--- src/rtl/moore_10x0_seq_det_over.sv ---
// Moore overlapping sequence detector for the serial pattern 1,0,X,0
// (X = don't care, so both 1010 and 1000 match).
//
// Ports:
//   Clk - system clock, all state updates on the rising edge
//   Rst - synchronous reset, active-high; forces the state to S0
//   In  - serial data bit, sampled on the rising edge of Clk
//   OP  - detect flag, decoded from the current state only
//   CS  - current state register value (debug/monitor)
//   NS  - next state, combinational from CS and In (debug/monitor)
module moore_10x0_seq_det_over (
  input  logic       Clk,
  input  logic       Rst,
  input  logic       In,
  output logic       OP,
  output logic [2:0] CS,
  output logic [2:0] NS
);

  typedef enum logic [2:0] {
    S0 = 3'b000,  // no progress
    S1 = 3'b001,  // seen "1"
    S2 = 3'b010,  // seen "10"
    S3 = 3'b011,  // seen "101"
    S4 = 3'b100,  // seen "100"
    S5 = 3'b101,  // matched "1010", trailing "10" kept for overlap
    S6 = 3'b110   // matched "1000", nothing kept
  } state_t;

  state_t state_q;
  state_t state_d;

  // State register
  always_ff @(posedge Clk) begin
    if (Rst) begin
      state_q <= S0;
    end else begin
      state_q <= state_d;
    end
  end

  // Next-state logic; the unused code 111 falls back to S0
  always_comb begin
    state_d = S0;
    case (state_q)
      S0:      state_d = In ? S1 : S0;
      S1:      state_d = In ? S1 : S2;
      S2:      state_d = In ? S3 : S4;
      S3:      state_d = In ? S1 : S5;
      S4:      state_d = In ? S1 : S6;
      S5:      state_d = In ? S3 : S4;
      S6:      state_d = In ? S1 : S0;
      default: state_d = S0;
    endcase
  end

  // Output decode (Moore: current state only)
  always_comb begin
    OP = 1'b0;
    case (state_q)
      S5, S6:  OP = 1'b1;
      default: OP = 1'b0;
    endcase
  end

  assign CS = state_q;
  assign NS = state_d;

endmodule

--- config.mk ---
export PLATFORM = sky130hd
export DESIGN_NAME = moore_10x0_seq_det_over
export DESIGN_NICKNAME = d
export VERILOG_FILES = /design/src/rtl/moore_10x0_seq_det_over.sv
export SDC_FILE = /design/constraint.sdc
export NUM_CORES = 1
export LEC_CHECK = 0
export ABC_AREA = 1
export CORE_AREA = 2 2 39 41
export CTS_CLUSTER_SIZE = 10
export DETAILED_ROUTE_END_ITERATION = 10
export DIE_AREA = 0 0 41 43
export PLACE_DENSITY = 0.46
export SYNTH_ARGS = -nofsm -noshare
export SYNTH_HDL_FRONTEND = slang
export SYNTH_SLANG_ARGS = --single-unit
export TNS_END_PERCENT = 50
--- constraint.sdc ---
create_clock -name Clk -period 2.33 [get_ports Clk]
set_input_delay 0.3495 -clock Clk [delete_from_list [all_inputs] [get_ports Clk]]
set_output_delay 0.3495 -clock Clk [all_outputs]
set_load 0.005 [all_outputs]
==> results.sh, run 1 <==
export IMPL_dieHeight_um=43
export IMPL_drive_gt1_share_pct=16.3
export IMPL_die_w_um=41
export IMPL_route_met3_wl_um=23
export IMPL_rsz0062_at_grt="false"
export IMPL_regArea_um2=60.1
export IMPL_cellPowerDensity_nw_per_um2=677
export IMPL_wl_per_cell_um=8.03
export IMPL_skew_ns=0.000360
export IMPL_yosys_top_cells_count="9 x nand2_1, 5 x inv_1, 3 x dfxtp_1"
export IMPL_cts_setup_buffers=0
export IMPL_fmax_mhz=470
export IMPL_dp_slack_ns=0.194
export IMPL_cts_tree="yes"
export IMPL_r2r_cells=3
export IMPL_tns_ns=0
export IMPL_cts_sinks=3
export IMPL_path_cells="clkdlybuf4s50_1 > nand2_1 > nand2_1 > nand3_1 > nand2_1 > clkdlybuf4s50_1"
export IMPL_cts_root_buf="clkbuf_4"
export IMPL_period_minus_slack_ns=2.13
export IMPL_post_synth_top_count_cell="nand2_1"
export IMPL_hold_violations=0
export IMPL_fillCellCount=171
export IMPL_crit_arrival_ns=1.78
export IMPL_cp_required_ns=1.98
export IMPL_r2r_start="CS[1]"
export IMPL_finalSetupViolations=0
export IMPL_slew_violations=0
export IMPL_synthArstFlopShare_pct=0
export IMPL_hold_class="reg -> reg"
export IMPL_drt_total_wl_um=474
export IMPL_cts_buffers=3
export IMPL_cts_resized=0
export IMPL_grt_first_pass_wirelength_um=731
export IMPL_crit_fanout=6
export IMPL_holdPathEnd="CS[2]"
export IMPL_layout_cells_non_filler=59
export IMPL_syn_nets=33
export IMPL_worstMarginPinSlew_ns=0.271
export IMPL_place_hpwl_um=371
export IMPL_gp_congestion=0.699
export IMPL_antenna_cells=0
export IMPL_synth_warnings=0
export IMPL_clk_latency_ns=0.23
export IMPL_rrSetupSlack_ns=1.40
export IMPL_holdWs_ns=0.582
export IMPL_largest_register_ffs=3
export IMPL_dpl_cell_count=55
export IMPL_path_clk_slew_ns=0.04
export IMPL_relSlewSlack_pct=81.9
export IMPL_synth_distinct_cells=13
export IMPL_syn_area_per_cell_um2=6.05
export IMPL_topRoutingLayerUsed="met3"
export IMPL_crit_path_max_incr_delay_ns=0.59
export IMPL_crit_top_cell="nand2_1"
export IMPL_drc=0
export IMPL_dr_wl_met2_um=223
export IMPL_synth_top_area_cell="dfxtp_1"
export IMPL_multi_input_area_um2=95.1
export IMPL_synth_main_ff_cell="dfxtp_1"
export IMPL_holdPathStages=2
export IMPL_drv_cap=0
export IMPL_grt_max_degree=9
export IMPL_synth_area_top_cells="dfxtp_1 33%, nand2_1 19%, inv_1 10%"
export IMPL_start_kind="primary input"
export IMPL_leakagePower_nw=0.153
export IMPL_synth_cells=30
export IMPL_dieArea_um2=1760
export IMPL_cts_htree_levels=1
export IMPL_ys_seq_area_share_pct=33.1
export IMPL_drtIter0Drc=4
export IMPL_area_growth_pct=75.2
export IMPL_ctsLongestPathBuffers=2
export IMPL_place_port_buffers=9
export IMPL_yosysTopAreaCellShare_pct=33.1
export IMPL_reg2reg_to="CS[1]"
export IMPL_grt_pass1_vias=183
export IMPL_status="finished, final reports clean"
export IMPL_ios=10
export IMPL_viasPerCell=3.56
export IMPL_overflow=0
export IMPL_global_route_usage_total_pct=6.61
export IMPL_hold_buffers=0
export IMPL_critPathKind="in -> out"
export IMPL_finalCritPeriodShare_pct=91.4
export IMPL_vias=210
export IMPL_synth_edff_count=0
export IMPL_first_pass_iters=2
export IMPL_antenna_found_initial=0
export IMPL_peakVddDrop_v=0.000231
export IMPL_hold_start="CS[2]"
export IMPL_setup_ws_ns=0.201
export IMPL_final_nets=47
export IMPL_synth_cell_area_um2=181
export IMPL_core_um2=1380
export IMPL_wl_met1_um=227
export IMPL_slowest_stage="clkdlybuf4s50_1"
export IMPL_num_rows=14
export IMPL_initial_core_util_pct=13.1
export IMPL_yosys_register_bits=3
export IMPL_antenna_left=0
export IMPL_cp_end_kind="primary output"
-- per-layer routing --
layer / up-vias / GRT usage (%)
met5: - / 0
met4: 0 / 6.00
met3: 0 / 3.14
met2: 4 / 7.50
met1: 88 / 8.63
li1: 118 / -
-- area by class of cell --
class	count	share of cell area (%)
Tap cell	16	6.30
Clock buffer	4	8.27
Timing Repair Buffer	9	28.3
Sequential cell	3	18.9
Multi-Input combinational cell	20	29.9
Inverter	7	8.27
-- logic make-up after synthesis --
kind of cell / synth area share, %
and+or+nand+nor: 35.2
DFF: 33.1
buffers and inverters: 14.5
AOI/OAI and AO/OA: 17.2
-- critical path: cells and delay by family --
family	cells	cell delay, ns
and+or+nand+nor	4	0.35
buffers and inverters	2	1.08
-- how the worst max path moves through the flow --
| stage | slack [ns] | endpoint | start |
|---|---|---|---|
| floorplan | 1.24 | NS[1] | CS[1] |
| global placement | 0.18 | NS[1] | In |
| detailed placement | 0.19 | NS[1] | In |
| CTS | 0.18 | NS[1] | In |
| global route | 0.11 | NS[1] | In |
| finish | 0.20 | NS[1] | In |
-- per-stage QoR --
step	utilization (%)	total power, mW	instance area, µm²
after detailed placement	21.1	0.126	292
after global routing	23.0	0.237	318
after floorplan	-	0.0909	181
final	23.0	0.215	318
after global placement	21.1	0.126	292
after CTS	23.0	0.221	318
-- layout by cell type, fill, tap and decap left out --
| cell type | count |
|---|---|
| nand3_1 | 1 |
| a21oi_1 | 2 |
| nor2_1 | 2 |
| inv_2 | 2 |
| o21ai_0 | 1 |
| dfxtp_1 | 3 |
| nand2_1 | 9 |
| nor4_1 | 1 |
| clkbuf_4 | 3 |
| a21oi_2 | 1 |
| nand2_2 | 1 |
| inv_1 | 5 |
| nor3_1 | 1 |
| o21bai_1 | 1 |
| clkbuf_1 | 1 |
| clkdlybuf4s50_1 | 9 |
-- power breakdown --
group / internal [mW] / total [mW] / switching [mW]
sequential: 0.0565 / 0.0648 / 0.00822
clock: 0.0641 / 0.0904 / 0.0263
combinational: 0.0351 / 0.0599 / 0.0248
total: 0.156 / 0.215 / 0.0593
(Power assumes the default switching activity.)
==> run 2, diff against run 1 <==
Settings changed: CELL_PAD_IN_SITES_DETAIL_PLACEMENT from default to 0, CELL_PAD_IN_SITES_GLOBAL_PLACEMENT from default to 1, PLACE_DENSITY 0.46 to 0.59.
==> run 2 against run 1 <==
Effect of this change: utilization stayed put; first-iteration DRC count is 75% higher; hold slack worse by 0.00067 ns; setup slack worse by 0.0096 ns; clock power is 1% lower; cell area stayed put; global-route usage is 0.81 points higher; wire length is 1.5% lower; clock skew is 0.0045 ns higher; critical path type unchanged; critical endpoint unchanged; highest routed layer unchanged.
==> results.sh, run 2 (synthesis results as in run 1) <==
export IMPL_ctsLongestPathBuffers=2
export IMPL_cellPowerDensity_nw_per_um2=673
export IMPL_crit_cells=6
export IMPL_hold_class="reg -> reg"
export IMPL_viasPerCell=3.73
export IMPL_skew_ns=0.00487
export IMPL_fillCellCount=164
export IMPL_path_cells="clkdlybuf4s50_1 > nand2_1 > nand2_1 > nand3_1 > nand2_1 > clkdlybuf4s50_1"
export IMPL_slew_violations=0
export IMPL_regArea_um2=60.1
export IMPL_die_w_um=41
export IMPL_r2r_start="CS[1]"
export IMPL_antenna_found_initial=0
export IMPL_dpl_cell_count=55
export IMPL_grt_max_degree=9
export IMPL_start_kind="primary input"
export IMPL_cts_buffers=3
export IMPL_cts_tree="yes"
export IMPL_peakVddDrop_v=0.000285
export IMPL_drt_total_wl_um=467
export IMPL_ios=10
export IMPL_cts_sinks=3
export IMPL_finalSetupViolations=0
export IMPL_crit_fanout=6
export IMPL_gp_congestion=0.751
export IMPL_cts_htree_levels=1
export IMPL_slowest_stage="clkdlybuf4s50_1"
export IMPL_clk_latency_ns=0.23
export IMPL_crit_top_cell="nand2_1"
export IMPL_r2r_cells=6
export IMPL_cp_num_buf_inv=2
export IMPL_cts_root_buf="clkbuf_4"
export IMPL_relSlewSlack_pct=82.1
export IMPL_drive_gt1_share_pct=16.3
export IMPL_multi_input_area_um2=95.1
export IMPL_dieArea_um2=1760
export IMPL_fmax_mhz=468
export IMPL_core_um2=1380
export IMPL_global_route_usage_total_pct=7.42
export IMPL_cp_required_ns=1.98
export IMPL_layout_common_cells="9 x nand2_1, 9 x clkdlybuf4s50_1, 5 x inv_1, 3 x dfxtp_1, 3 x clkbuf_4"
export IMPL_drv_cap=0
export IMPL_grt_pass1_vias=196
export IMPL_worstMarginPinSlew_ns=0.268
export IMPL_tns_ns=0
export IMPL_hold_buffers=0
export IMPL_antenna_left=0
export IMPL_finalCritPeriodShare_pct=91.8
export IMPL_rrSetupSlack_ns=1.41
export IMPL_rsz0062_at_grt="false"
export IMPL_hold_violations=0
export IMPL_vias=220
export IMPL_final_nets=47
export IMPL_place_port_buffers=9
export IMPL_largest_register_ffs=3
export IMPL_cts_resized=0
export IMPL_path_clk_slew_ns=0.03
export IMPL_cts_setup_buffers=0
export IMPL_wl_per_cell_um=7.92
export IMPL_place_hpwl_um=372
export IMPL_crit_path_end="NS[1]"
export IMPL_critPathKind="in -> out"
export IMPL_num_rows=14
export IMPL_reg2reg_to="CS[1]"
export IMPL_period_minus_slack_ns=2.14
export IMPL_area_growth_pct=75.2
export IMPL_antenna_cells=0
export IMPL_first_pass_iters=2
export IMPL_holdWs_ns=0.581
export IMPL_dieHeight_um=43
export IMPL_cp_end_kind="primary output"
export IMPL_crit_arrival_ns=1.79
export IMPL_cp_startpoint="In"
export IMPL_drtIter0Drc=7
export IMPL_crit_path_max_incr_delay_ns=0.59
export IMPL_initial_core_util_pct=13.1
export IMPL_overflow=0
export IMPL_grt_first_pass_wirelength_um=834
export IMPL_layout_cells_non_filler=59
export IMPL_critical_path_top_delay_family="buffers and inverters"
export IMPL_leakagePower_nw=0.153
export IMPL_drc=0
export IMPL_status="finished, final reports clean"
## run 2: worst min-delay path, delay by kind of cell, from the launching register on
| kind | cells | cell delay, ns |
|---|---|---|
| flops | 1 | 0.33 |
| simple gates | 2 | 0.20 |
## run 2: cell type report
| class | instances | area share, % |
|---|---|---|
| Clock buffer | 4 | 8.27 |
| Inverter | 7 | 8.27 |
| Multi-Input combinational cell | 20 | 29.9 |
| Sequential cell | 3 | 18.9 |
| Tap cell | 16 | 6.30 |
| Timing Repair Buffer | 9 | 28.3 |
## run 2: power by group
part           switching [mW]  leakage, nW  internal [mW]
combinational          0.0248        0.114         0.0351
clock                  0.0252       0.0150         0.0640
sequential            0.00816       0.0247         0.0566
## run 2: worst min path at each step
stage                      from    end  slack [ns]  depth (start not counted)
final                     CS[2]  CS[2]        0.58                          2
after CTS                 CS[2]  CS[2]        0.58                          2
after global routing      CS[2]  CS[2]        0.61                          2
after detailed placement  CS[2]  CS[2]        0.58                          2
after floorplan             Rst  CS[1]        0.41                          1
after global placement    CS[2]  CS[2]        0.58                          2
## run 2: routing by layer
layer	wire length [µm]	up-vias	GRT usage (%)
li1	-	119	-
met1	206	99	8.97
met2	247	2	9.69
met3	13	0	4.71
met4	0	0	4.00
met5	0	-	0
## run 2: per-stage QoR
stage	worst slack (ns)	instance area, µm²	util, %	power [mW]
floorplan	1.24	181	-	0.0909
global placement	0.180	292	21.1	0.127
detailed placement	0.176	292	21.1	0.126
CTS	0.168	318	23.0	0.219
global route	0.0734	318	23.0	0.231
finish	0.191	318	23.0	0.214
